==> config.mk <==
export PLATFORM = sky130hd
export DESIGN_NAME = register_dump_flat
export DESIGN_NICKNAME = d
export VERILOG_FILES = /design/src/rtl/register_dump_pkg.sv /design/src/rtl/register_dump_if.sv /design/src/rtl/register_dump.sv /design/src/flat_wrapper.sv
export SDC_FILE = /design/constraint.sdc
export NUM_CORES = 1
export LEC_CHECK = 0
export CORE_MARGIN = 2
export CORE_UTILIZATION = 30
export CTS_CLUSTER_DIAMETER = 80
export DETAILED_ROUTE_END_ITERATION = 7
export MAX_ROUTING_LAYER = met4
export SYNTH_ARGS = -nofsm -noshare
export SYNTH_HDL_FRONTEND = slang
export SYNTH_SLANG_ARGS = --single-unit
export TNS_END_PERCENT = 1
==> constraint.sdc <==
create_clock -name clk -period 1.56 [get_ports clk]
set_input_delay 0.468 -clock clk [delete_from_list [all_inputs] [get_ports clk]]
set_output_delay 0.468 -clock clk [all_outputs]
set_load 0.005 [all_outputs]
==> src/rtl/register_dump_pkg.sv <==
// Shared constants and state codes for the register dump engine.
package register_dump_pkg;

    localparam int NUM_REGS = 32;
    localparam int DATA_W   = 32;
    localparam int ADDR_W   = 5;

    typedef logic [2:0] state_t;

    localparam state_t ST_IDLE    = 3'd0;
    localparam state_t ST_ISSUE   = 3'd1;
    localparam state_t ST_WAIT    = 3'd2;
    localparam state_t ST_PRESENT = 3'd3;
    localparam state_t ST_DONE    = 3'd4;

endpackage

==> src/rtl/register_dump_if.sv <==
// Register-file read port, output beat stream and control strobes of the
// register dump engine.
interface register_dump_if #(
    parameter int DATA_W = register_dump_pkg::DATA_W
);
    import register_dump_pkg::*;

    logic              start;
    logic              abort;
    logic [ADDR_W-1:0] rdAddr;
    logic [DATA_W-1:0] rdData;
    logic              outValid;
    logic              outReady;
    logic [DATA_W-1:0] outData;
    logic [ADDR_W-1:0] outIndex;
    logic              outLast;
    logic              busy;
    logic              done;

    modport slave (
        input  start, abort, rdData, outReady,
        output rdAddr, outValid, outData, outIndex, outLast, busy, done
    );

    modport master (
        output start, abort, rdData, outReady,
        input  rdAddr, outValid, outData, outIndex, outLast, busy, done
    );

endinterface

==> src/rtl/register_dump.sv <==
// Walks the register file through its rs1 read port and streams every register
// out as a valid/ready beat, one register per three cycles at full rate.
module register_dump #(
    parameter int NUM_REGS = register_dump_pkg::NUM_REGS,
    parameter int DATA_W   = register_dump_pkg::DATA_W,
    parameter int SKIP_X0  = 1
) (
    input  logic           clk,
    input  logic           reset,
    register_dump_if.slave bus
);
    import register_dump_pkg::*;

    localparam logic [ADDR_W-1:0] FIRST_IDX = (SKIP_X0 != 0) ? ADDR_W'(1) : ADDR_W'(0);
    localparam logic [ADDR_W-1:0] LAST_IDX  = ADDR_W'(NUM_REGS - 1);

    state_t            state;
    logic [ADDR_W-1:0] index;
    logic [DATA_W-1:0] data;
    logic [ADDR_W-1:0] beat_index;
    logic              valid;
    logic              last;

    // The file registers rdData one edge after rdAddr, so ISSUE holds the
    // address for one edge and WAIT captures the returned word at its edge.
    always_ff @(posedge clk or negedge reset) begin
        if (!reset) begin
            state      <= ST_IDLE;
            index      <= '0;
            data       <= '0;
            beat_index <= '0;
            valid      <= 1'b0;
            last       <= 1'b0;
        end else if (bus.abort) begin
            state <= ST_IDLE;
            valid <= 1'b0;
        end else begin
            case (state)
                ST_IDLE: begin
                    if (bus.start) begin
                        index <= FIRST_IDX;
                        state <= ST_ISSUE;
                    end
                end
                ST_ISSUE: state <= ST_WAIT;
                ST_WAIT: begin
                    data       <= bus.rdData;
                    beat_index <= index;
                    last       <= (index == LAST_IDX);
                    valid      <= 1'b1;
                    state      <= ST_PRESENT;
                end
                ST_PRESENT: begin
                    if (bus.outReady) begin
                        valid <= 1'b0;
                        if (last) begin
                            state <= ST_DONE;
                        end else begin
                            index <= index + 1'b1;
                            state <= ST_ISSUE;
                        end
                    end
                end
                ST_DONE: state <= ST_IDLE;
                default: state <= ST_IDLE;
            endcase
        end
    end

    assign bus.rdAddr   = index;
    assign bus.outValid = valid;
    assign bus.outData  = data;
    assign bus.outIndex = beat_index;
    assign bus.outLast  = last;
    assign bus.busy     = (state != ST_IDLE);
    assign bus.done     = (state == ST_DONE);

endmodule

==> src/flat_wrapper.sv <==
// flat-port wrapper written by rule: the top's interface ports become plain ports
module register_dump_flat import register_dump_pkg::*;
#(
    parameter int NUM_REGS = register_dump_pkg::NUM_REGS,
    parameter int DATA_W   = register_dump_pkg::DATA_W,
    parameter int SKIP_X0  = 1
)
  (clk, reset, bus_start, bus_abort, bus_rdData, bus_outReady, bus_rdAddr, bus_outValid, bus_outData, bus_outIndex, bus_outLast, bus_busy, bus_done);
  register_dump_if #(.DATA_W(DATA_W)) bus_i ();
  input  logic clk;
  input  logic reset;
  input wire logic [$bits(bus_i.start)-1:0] bus_start;
  input wire logic [$bits(bus_i.abort)-1:0] bus_abort;
  input wire logic [$bits(bus_i.rdData)-1:0] bus_rdData;
  input wire logic [$bits(bus_i.outReady)-1:0] bus_outReady;
  output wire logic [$bits(bus_i.rdAddr)-1:0] bus_rdAddr;
  output wire logic [$bits(bus_i.outValid)-1:0] bus_outValid;
  output wire logic [$bits(bus_i.outData)-1:0] bus_outData;
  output wire logic [$bits(bus_i.outIndex)-1:0] bus_outIndex;
  output wire logic [$bits(bus_i.outLast)-1:0] bus_outLast;
  output wire logic [$bits(bus_i.busy)-1:0] bus_busy;
  output wire logic [$bits(bus_i.done)-1:0] bus_done;
  assign bus_i.start = bus_start;
  assign bus_i.abort = bus_abort;
  assign bus_i.rdData = bus_rdData;
  assign bus_i.outReady = bus_outReady;
  assign bus_rdAddr = bus_i.rdAddr;
  assign bus_outValid = bus_i.outValid;
  assign bus_outData = bus_i.outData;
  assign bus_outIndex = bus_i.outIndex;
  assign bus_outLast = bus_i.outLast;
  assign bus_busy = bus_i.busy;
  assign bus_done = bus_i.done;
  register_dump #(.NUM_REGS(NUM_REGS), .DATA_W(DATA_W), .SKIP_X0(SKIP_X0)) u_core (.clk(clk), .reset(reset), .bus(bus_i));
endmodule
==> flow_summary_export.csv, run 1 <==
group,metric,value,unit
synthesis,sequential_fraction_of_the_synthesis_area,0.604,
synthesis,synthesis.area,1950,sq um
timing,fin_hold_ws,101,ps
power_and_ir_drop,static-leakage-power,0.00141,uW
status,failing_checks,"negative setup slack",
timing,worst_slack,-121,ps
timing,relSlewSlack,0.713,
detailed_routing,detail-route-antenna-nets,0,
global_route,largest_net_degree_at_the_start_of_global_routing,27,
floorplanning,dieWidth,84.6,microns
cells_and_area,area_delta_synth_final,57.4,%
cells_and_area,final_layout_size_suffix_gt1_frac,0.326,
placement,placement.io_buffers,82,
status,run_status,"finished with violations",
synthesis,async_reset_ff_frac,1.00,
timing,worst_tran_pin_value,430,ps
detailed_routing,finalWirelength,4.27,mm
flow_run,cap_viol_max_count,0,
min_path,timing.hold.worst.class,"input pin to asynchronous set/reset pin",
global_route,overall_fraction_of_global_route_tracks_in_use,0.131,
power_and_ir_drop,clock_power_share,0.211,
critical_path,critical_path_cell_sequence,"or3_4 > buf_6",
detailed_routing,remaining_drc_errors,0,
cells_and_area,num_antenna_cells,0,
detailed_routing,drt-pass1-iter-count,2,
cells_and_area,num-nets-final,274,
synthesis,post_synth.cell_area_avg,14.9,sq um
timing,final_max_slew_viol_count,0,
critical_path,worst_ep_arrival_time,1210,ps
synthesis,yosys-top-cells-count,"sky130_fd_sc_hd__dfrtp_1, sky130_fd_sc_hd__mux2_2",
floorplanning,die_h,84.6,microns
timing,setup-tns-final,-217,ps
placement,globalplace.congestion,0.723,
clocking,insertion_delay,290,ps
critical_path,crit_path_end_kind,"primary output",
critical_path,critical_path_buf_inv_count,1,
power_and_ir_drop,switching_share,0.258,
power_and_ir_drop,worst_ir_drop_vdd,0.500,mV
placement,dpl_worst_slack,-342,ps
power_and_ir_drop,p_int,2520,uW
timing,fin_skew,4.37,ps
synthesis,synth_fp_nets,170,
floorplanning,coreArea,6310,sq um
critical_path,worst_ep_required,1090,ps
power_and_ir_drop,total_switching_power,874,uW
placement,final_hpwl_from_detailed_placement,3.16,mm
critical_path,worstSetupPathType,"flip-flop to primary output",
synthesis,synth.top_cells.by_area,"sky130_fd_sc_hd__dfrtp_1, sky130_fd_sc_hd__mux2_2, sky130_fd_sc_hd__buf_6",
clocking,clock-root-buffer,"sky130_fd_sc_hd__clkbuf_8",
timing,maxClockFrequency,595,MHz
synthesis,yosysTopAreaCell,"sky130_fd_sc_hd__dfrtp_1",
global_route,grt_pass1_vias,1440,
critical_path,worst_path_dominant_cell_family,"flip-flops",
synthesis,ys_warn_count,0,
floorplanning,floorplan.die_area,7150,sq um
critical_path,crit_path_max_fanout,3,
power_and_ir_drop,report.power.total,3390,uW
timing,finalCriticalPeriod,1680,ps
timing,setup_viol,3,
timing,final_hold_viol_count,0,
power_and_ir_drop,combPwrFrac,0.298,
detailed_routing,detail_route.iter0.violations,34,
synthesis,count_of_distinct_cell_types_in_the_synthesized_netlist,31,
floorplanning,rows,29,
power_and_ir_drop,pwr_density_cell,1110,nW/um^2
timing,min_period_over_period,1.08,
detailed_routing,route.detailed.wl_per_inst,13.6,microns
global_route,grt_overflow_total,0,
clocking,cts-buffers-inserted,5,
detailed_routing,route.vias.total,1419,
global_route,antenna_violations_before_repair,0,
global_route,grt_first_pass_wirelength,7.15,mm
clocking,clock_path_buffers,2,
floorplanning,initial_utilization,0.309,
power_and_ir_drop,sequentialPowerShare,0.491,
floorplanning,io-pin-count,83,
synthesis,yosys_register_bits,47,
clocking,postCtsHoldBufs,0,
synthesis,synth_enable_flop_cells,0,
critical_path,cp_slowest_stage_delay,410,ps
synthesis,synthesis.instances,131,
clocking,worst_setup_hold_path_clk_slew,90,ps
clocking,cts.sink_count,47,
clocking,tritoncts,"yes",
timing,grt_setup_unrepaired,"true",
detailed_routing,detail_route.vias_per_cell,4.53,
critical_path,timing.critical_path.slowest_stage_cell,"sky130_fd_sc_hd__dfrtp_1",
synthesis,yosys.area.top_type_share,0.604,
clocking,htreeDepth,2,
synthesis,dominantRegCellSynth,"sky130_fd_sc_hd__dfrtp_1",
critical_path,timing.critical_path.from_type,"flip-flop",
synthesis,post-synth-top-count-cell,"sky130_fd_sc_hd__dfrtp_1",
path summary, 6_finish.rpt:
check                                       start                     end  slack [ps]  cells past startpoint
max                               u_core.state[1]                bus_busy        -120                      2
min                                         reset   u_core.bus.outData[9]         100                      1
max reg2reg                       u_core.state[1]    u_core.bus.rdAddr[1]           0                      5
min reg2reg                u_core.bus.outIndex[1]  u_core.bus.outIndex[1]         500                      1
max in group asynchronous                   reset   u_core.bus.outData[6]        1020                      2
min in group clk           u_core.bus.outIndex[1]  u_core.bus.outIndex[1]         500                      1
layer usage:
| layer | vias to the layer above | global-route usage | wire length [microns] |
|---|---|---|---|
| met5 | - | - | 0 |
| met2 | 50 | 0.193 | 1990 |
| li1 | 677 | - | - |
| met1 | 688 | 0.174 | 1930 |
| met4 | 0 | 0.0433 | 45 |
| met3 | 4 | 0.0393 | 302 |
timing repair:
item | 4_1_cts | 5_1_grt
pin swaps | 4 | 3
gates resized for setup | 58 | 3
endpoints found under the setup margin | 81 | 43
setup buffers | 5 | 1
power groups by stage:
stage	Clock, uW	Sequential, uW	Combinational, uW
CTS	757	1670	1030
detailed placement	0	1710	1210
floorplan	0	1730	353
global route	800	1720	1100
finish	714	1660	1010
global placement	0	1700	1200
logic make-up (layout without fill, tap and decap cells):
family / Yosys count / in the layout / share of synthesized area
buffers and inverters: 9 / 114 / 0.0334
flip-flops: 47 / 47 / 0.604
AND/OR/NAND/NOR: 24 / 24 / 0.0835
multiplexers: 40 / 40 / 0.230
adder cells (fa/ha/maj): 2 / 2 / 0.0128
AO/OA/AOI/OAI: 9 / 9 / 0.0366
worst reg2reg max path: stages, from the launching register on:
cell	delay [ps]
sky130_fd_sc_hd__dfrtp_1	410
sky130_fd_sc_hd__buf_4	160
sky130_fd_sc_hd__buf_6	130
sky130_fd_sc_hd__or3b_4	380
sky130_fd_sc_hd__a21boi_4	220
sky130_fd_sc_hd__mux2i_1	200
cells in the final DEF, fill, tap and decap left out, types with 3 or more instances in the layout:
cell type,count
sky130_fd_sc_hd__clkbuf_8,5
sky130_fd_sc_hd__and3_1,3
sky130_fd_sc_hd__mux2_2,38
sky130_fd_sc_hd__inv_1,3
sky130_fd_sc_hd__buf_12,3
sky130_fd_sc_hd__a31oi_1,3
sky130_fd_sc_hd__dfrtp_1,47
sky130_fd_sc_hd__dlygate4sd2_1,45
sky130_fd_sc_hd__buf_6,5
sky130_fd_sc_hd__buf_4,14
sky130_fd_sc_hd__clkdlybuf4s50_1,34
sequential cells by signal (all words and copies together), names as in the netlist:
register             count
u_core.bus.outValid      1
u_core.bus.outLast       1
u_core.bus.rdAddr        5
u_core.state             3
u_core.bus.outIndex      5
u_core.bus.outData      32
per-stage QoR:
step	instances	area, sq um	utilization
finish	313	3070	0.486
CTS	312	3050	0.482
global route	313	3070	0.486
floorplan	131	1950	-
detailed placement	299	2960	0.469
global placement	299	2960	0.469
area by class of cell:
cell class	instances	area, sq um
inverters	3	11.3
flip-flops and latches	47	1180
multi-input cells	75	728
well taps	77	96.3
clock inverters	3	20.0
fillers	576	3250
repair buffers	103	966
clock buffers	5	68.8
Note: power is estimated with default switching activity, not from simulation.
==> inputs of run 2 (changes only) <==
GPL_TIMING_DRIVEN = 0   (was unset)
==> flow_summary_export.csv, run 2 (same netlist as run 1, synthesis figures left out) <==
group,metric,value,unit
detailed_routing,detail-route-antenna-nets,0,
critical_path,critical_path_buf_inv_count,2,
timing,finalCriticalPeriod,1770,ps
cells_and_area,num-nets-final,265,
clocking,clock-root-buffer,"sky130_fd_sc_hd__clkbuf_8",
power_and_ir_drop,worst_ir_drop_vdd,0.490,mV
power_and_ir_drop,pwr_density_cell,1130,nW/um^2
cells_and_area,mostFrequentLayoutCells,"sky130_fd_sc_hd__dfrtp_1, sky130_fd_sc_hd__dlygate4sd2_1, sky130_fd_sc_hd__mux2_2",
critical_path,worstSetupPathType,"flip-flop to primary output",
floorplanning,dieWidth,84.6,microns
critical_path,timing.critical_path.slowest_stage_cell,"sky130_fd_sc_hd__dfrtp_1",
critical_path,cp-startpoint,"u_core.state[1]",
clocking,insertion_delay,290,ps
timing,relSlewSlack,0.651,
floorplanning,die_h,84.6,microns
timing,min_period_over_period,1.13,
clocking,worst_setup_hold_path_clk_slew,80,ps
global_route,met1_usage,0.169,
critical_path,crit-reg2reg-launch,"u_core.state[1]",
cells_and_area,fill_cells,606,
critical_path,worst_ep_arrival_time,1300,ps
flow_run,cap_viol_max_count,0,
clocking,postCtsHoldBufs,0,
status,run_status,"finished with violations",
critical_path,path_common_cell,"sky130_fd_sc_hd__buf_6",
power_and_ir_drop,switching_share,0.252,
clocking,cts.sink_count,47,
global_route,grt_first_pass_wirelength,7.08,mm
floorplanning,io-pin-count,83,
global_route,grt_pass1_vias,1418,
placement,globalplace.congestion,0.713,
critical_path,crit_path_end_kind,"primary output",
detailed_routing,drt-pass1-iter-count,4,
timing,setup_viol,26,
timing,final_hold_viol_count,0,
power_and_ir_drop,report.power.total,3360,uW
cells_and_area,num_antenna_cells,0,
placement,final_hpwl_from_detailed_placement,3.06,mm
detailed_routing,finalWirelength,4.16,mm
power_and_ir_drop,combPwrFrac,0.298,
cells_and_area,final-instance-count-excl-fill,304,
power_and_ir_drop,total_switching_power,845,uW
global_route,most_crowded_layer_gr,"met2",
critical_path,worst_ep_required,1090,ps
power_and_ir_drop,sequentialPowerShare,0.495,
detailed_routing,detail_route.iter0.violations,45,
timing,maxClockFrequency,566,MHz
floorplanning,coreArea,6310,sq um
floorplanning,rows,29,
detailed_routing,route.vias.total,1388,
floorplanning,floorplan.die_area,7150,sq um
global_route,largest_net_degree_at_the_start_of_global_routing,26,
placement,dpl.cell_count,291,
global_route,overall_fraction_of_global_route_tracks_in_use,0.128,
power_and_ir_drop,p_int,2510,uW
detailed_routing,route.detailed.wl_per_inst,13.7,microns
power_and_ir_drop,static-leakage-power,0.00137,uW
critical_path,critical_path_cell_sequence,"buf_6 > or3_4 > buf_6",
global_route,grtUsageMet3,0.0324,
cells_and_area,area_delta_synth_final,52.6,%
min_path,timing.hold.worst.class,"input pin to asynchronous set/reset pin",
timing,worst_tran_pin_value,523,ps
floorplanning,initial_utilization,0.309,
cells_and_area,final_layout_size_suffix_gt1_frac,0.291,
clocking,cts-buffers-inserted,5,
critical_path,worst_path_dominant_cell_family,"flip-flops",
detailed_routing,detail_route.vias_per_cell,4.57,
timing,worst_slack,-205,ps
clocking,clock_path_buffers,2,
critical_path,cp_slowest_stage_delay,390,ps
cells_and_area,mostFrequentLayoutCell,"sky130_fd_sc_hd__dfrtp_1",
detailed_routing,remaining_drc_errors,0,
timing,final_max_slew_viol_count,0,
power_and_ir_drop,clock_power_share,0.208,
global_route,grt_overflow_total,0,
critical_path,crit_path_max_fanout,2,
clocking,htreeDepth,2,
global_route,grt.met2_usage,0.192,
timing,fin_skew,1.48,ps
clocking,tritoncts,"yes",
placement,placement.io_buffers,82,
timing,fin_hold_ws,142,ps
cells_and_area,largest_register_ffs,32,
status,failing_checks,"negative setup slack",
timing,grt_setup_unrepaired,"true",
critical_path,timing.critical_path.from_type,"flip-flop",
global_route,antenna_violations_before_repair,0,
-- run 2: cell types whose count changed in the layout (fill, tap and decap cells not counted), sizes merged --
cell      delta
buf          -9
clkbuf       +2
clkinvlp     -2
-- run 2: worst paths after layout --
| kind | cells past startpoint | end | slack, ps |
|---|---|---|---|
| min in group clk | 1 | u_core.bus.outIndex[2] | 500 |
| worst max-delay path | 3 | bus_busy | -210 |
| worst min register to register | 1 | u_core.bus.outIndex[2] | 500 |
| worst min-delay path | 1 | u_core.bus.outData[12] | 140 |
| max in group asynchronous | 2 | u_core.bus.outData[26] | 910 |
| worst max register to register | 6 | u_core.bus.rdAddr[4] | -120 |
-- run 2: through the flow --
step                 util  setup TNS, ps  setup slack, ps  area, sq um
floorplan               -              0              125         1950
global placement    0.454         -86610            -1400         2870
detailed placement  0.456         -19980             -537         2880
CTS                 0.470          -2090             -225         2970
global route        0.471          -2630             -241         2970
finish              0.471           -802             -205         2970
-- run 2: power by group through the flow --
stage | logic [uW] | clock network, uW | registers, uW
2_1_floorplan | 353 | 0 | 1730
3_5_place_dp | 1200 | 0 | 1710
5_1_grt | 1080 | 781 | 1720
4_1_cts | 1020 | 728 | 1670
3_3_place_gp | 1190 | 0 | 1700
6_report | 999 | 697 | 1660
-- run 2: metal layers --
| layer | up-vias | share of wire |
|---|---|---|
| li1 | 655 | - |
| met1 | 677 | 0.44 |
| met2 | 50 | 0.47 |
| met3 | 6 | 0.071 |
| met4 | 0 | 0.018 |
| met5 | - | 0 |
-- run 2: cell type report --
class / count / area, sq um / area share
plain buffers: 6 / 71.3 / 0.0240
well taps: 77 / 96.3 / 0.0324
clock buffers: 7 / 76.3 / 0.0257
inverters: 3 / 11.3 / 0.00379
clock inverters: 1 / 5.00 / 0.00168
flip-flops and latches: 47 / 1180 / 0.396
multi-input cells: 75 / 716 / 0.241
repair buffers: 88 / 821 / 0.276
-- run 2: repair_timing --
action,CTS,global route
pin swaps,5,3
setup endpoints to repair,84,35
buffers inserted,4,1
gates resized for setup,63,0
-- run 2: worst reg2reg max path, delay by kind of cell (launching register included) --
| kind | cells | cell delay, ps |
|---|---|---|
| compound gates | 1 | 230 |
| buf+inv | 3 | 370 |
| flops | 1 | 390 |
| mux | 1 | 210 |
| simple gates | 1 | 400 |
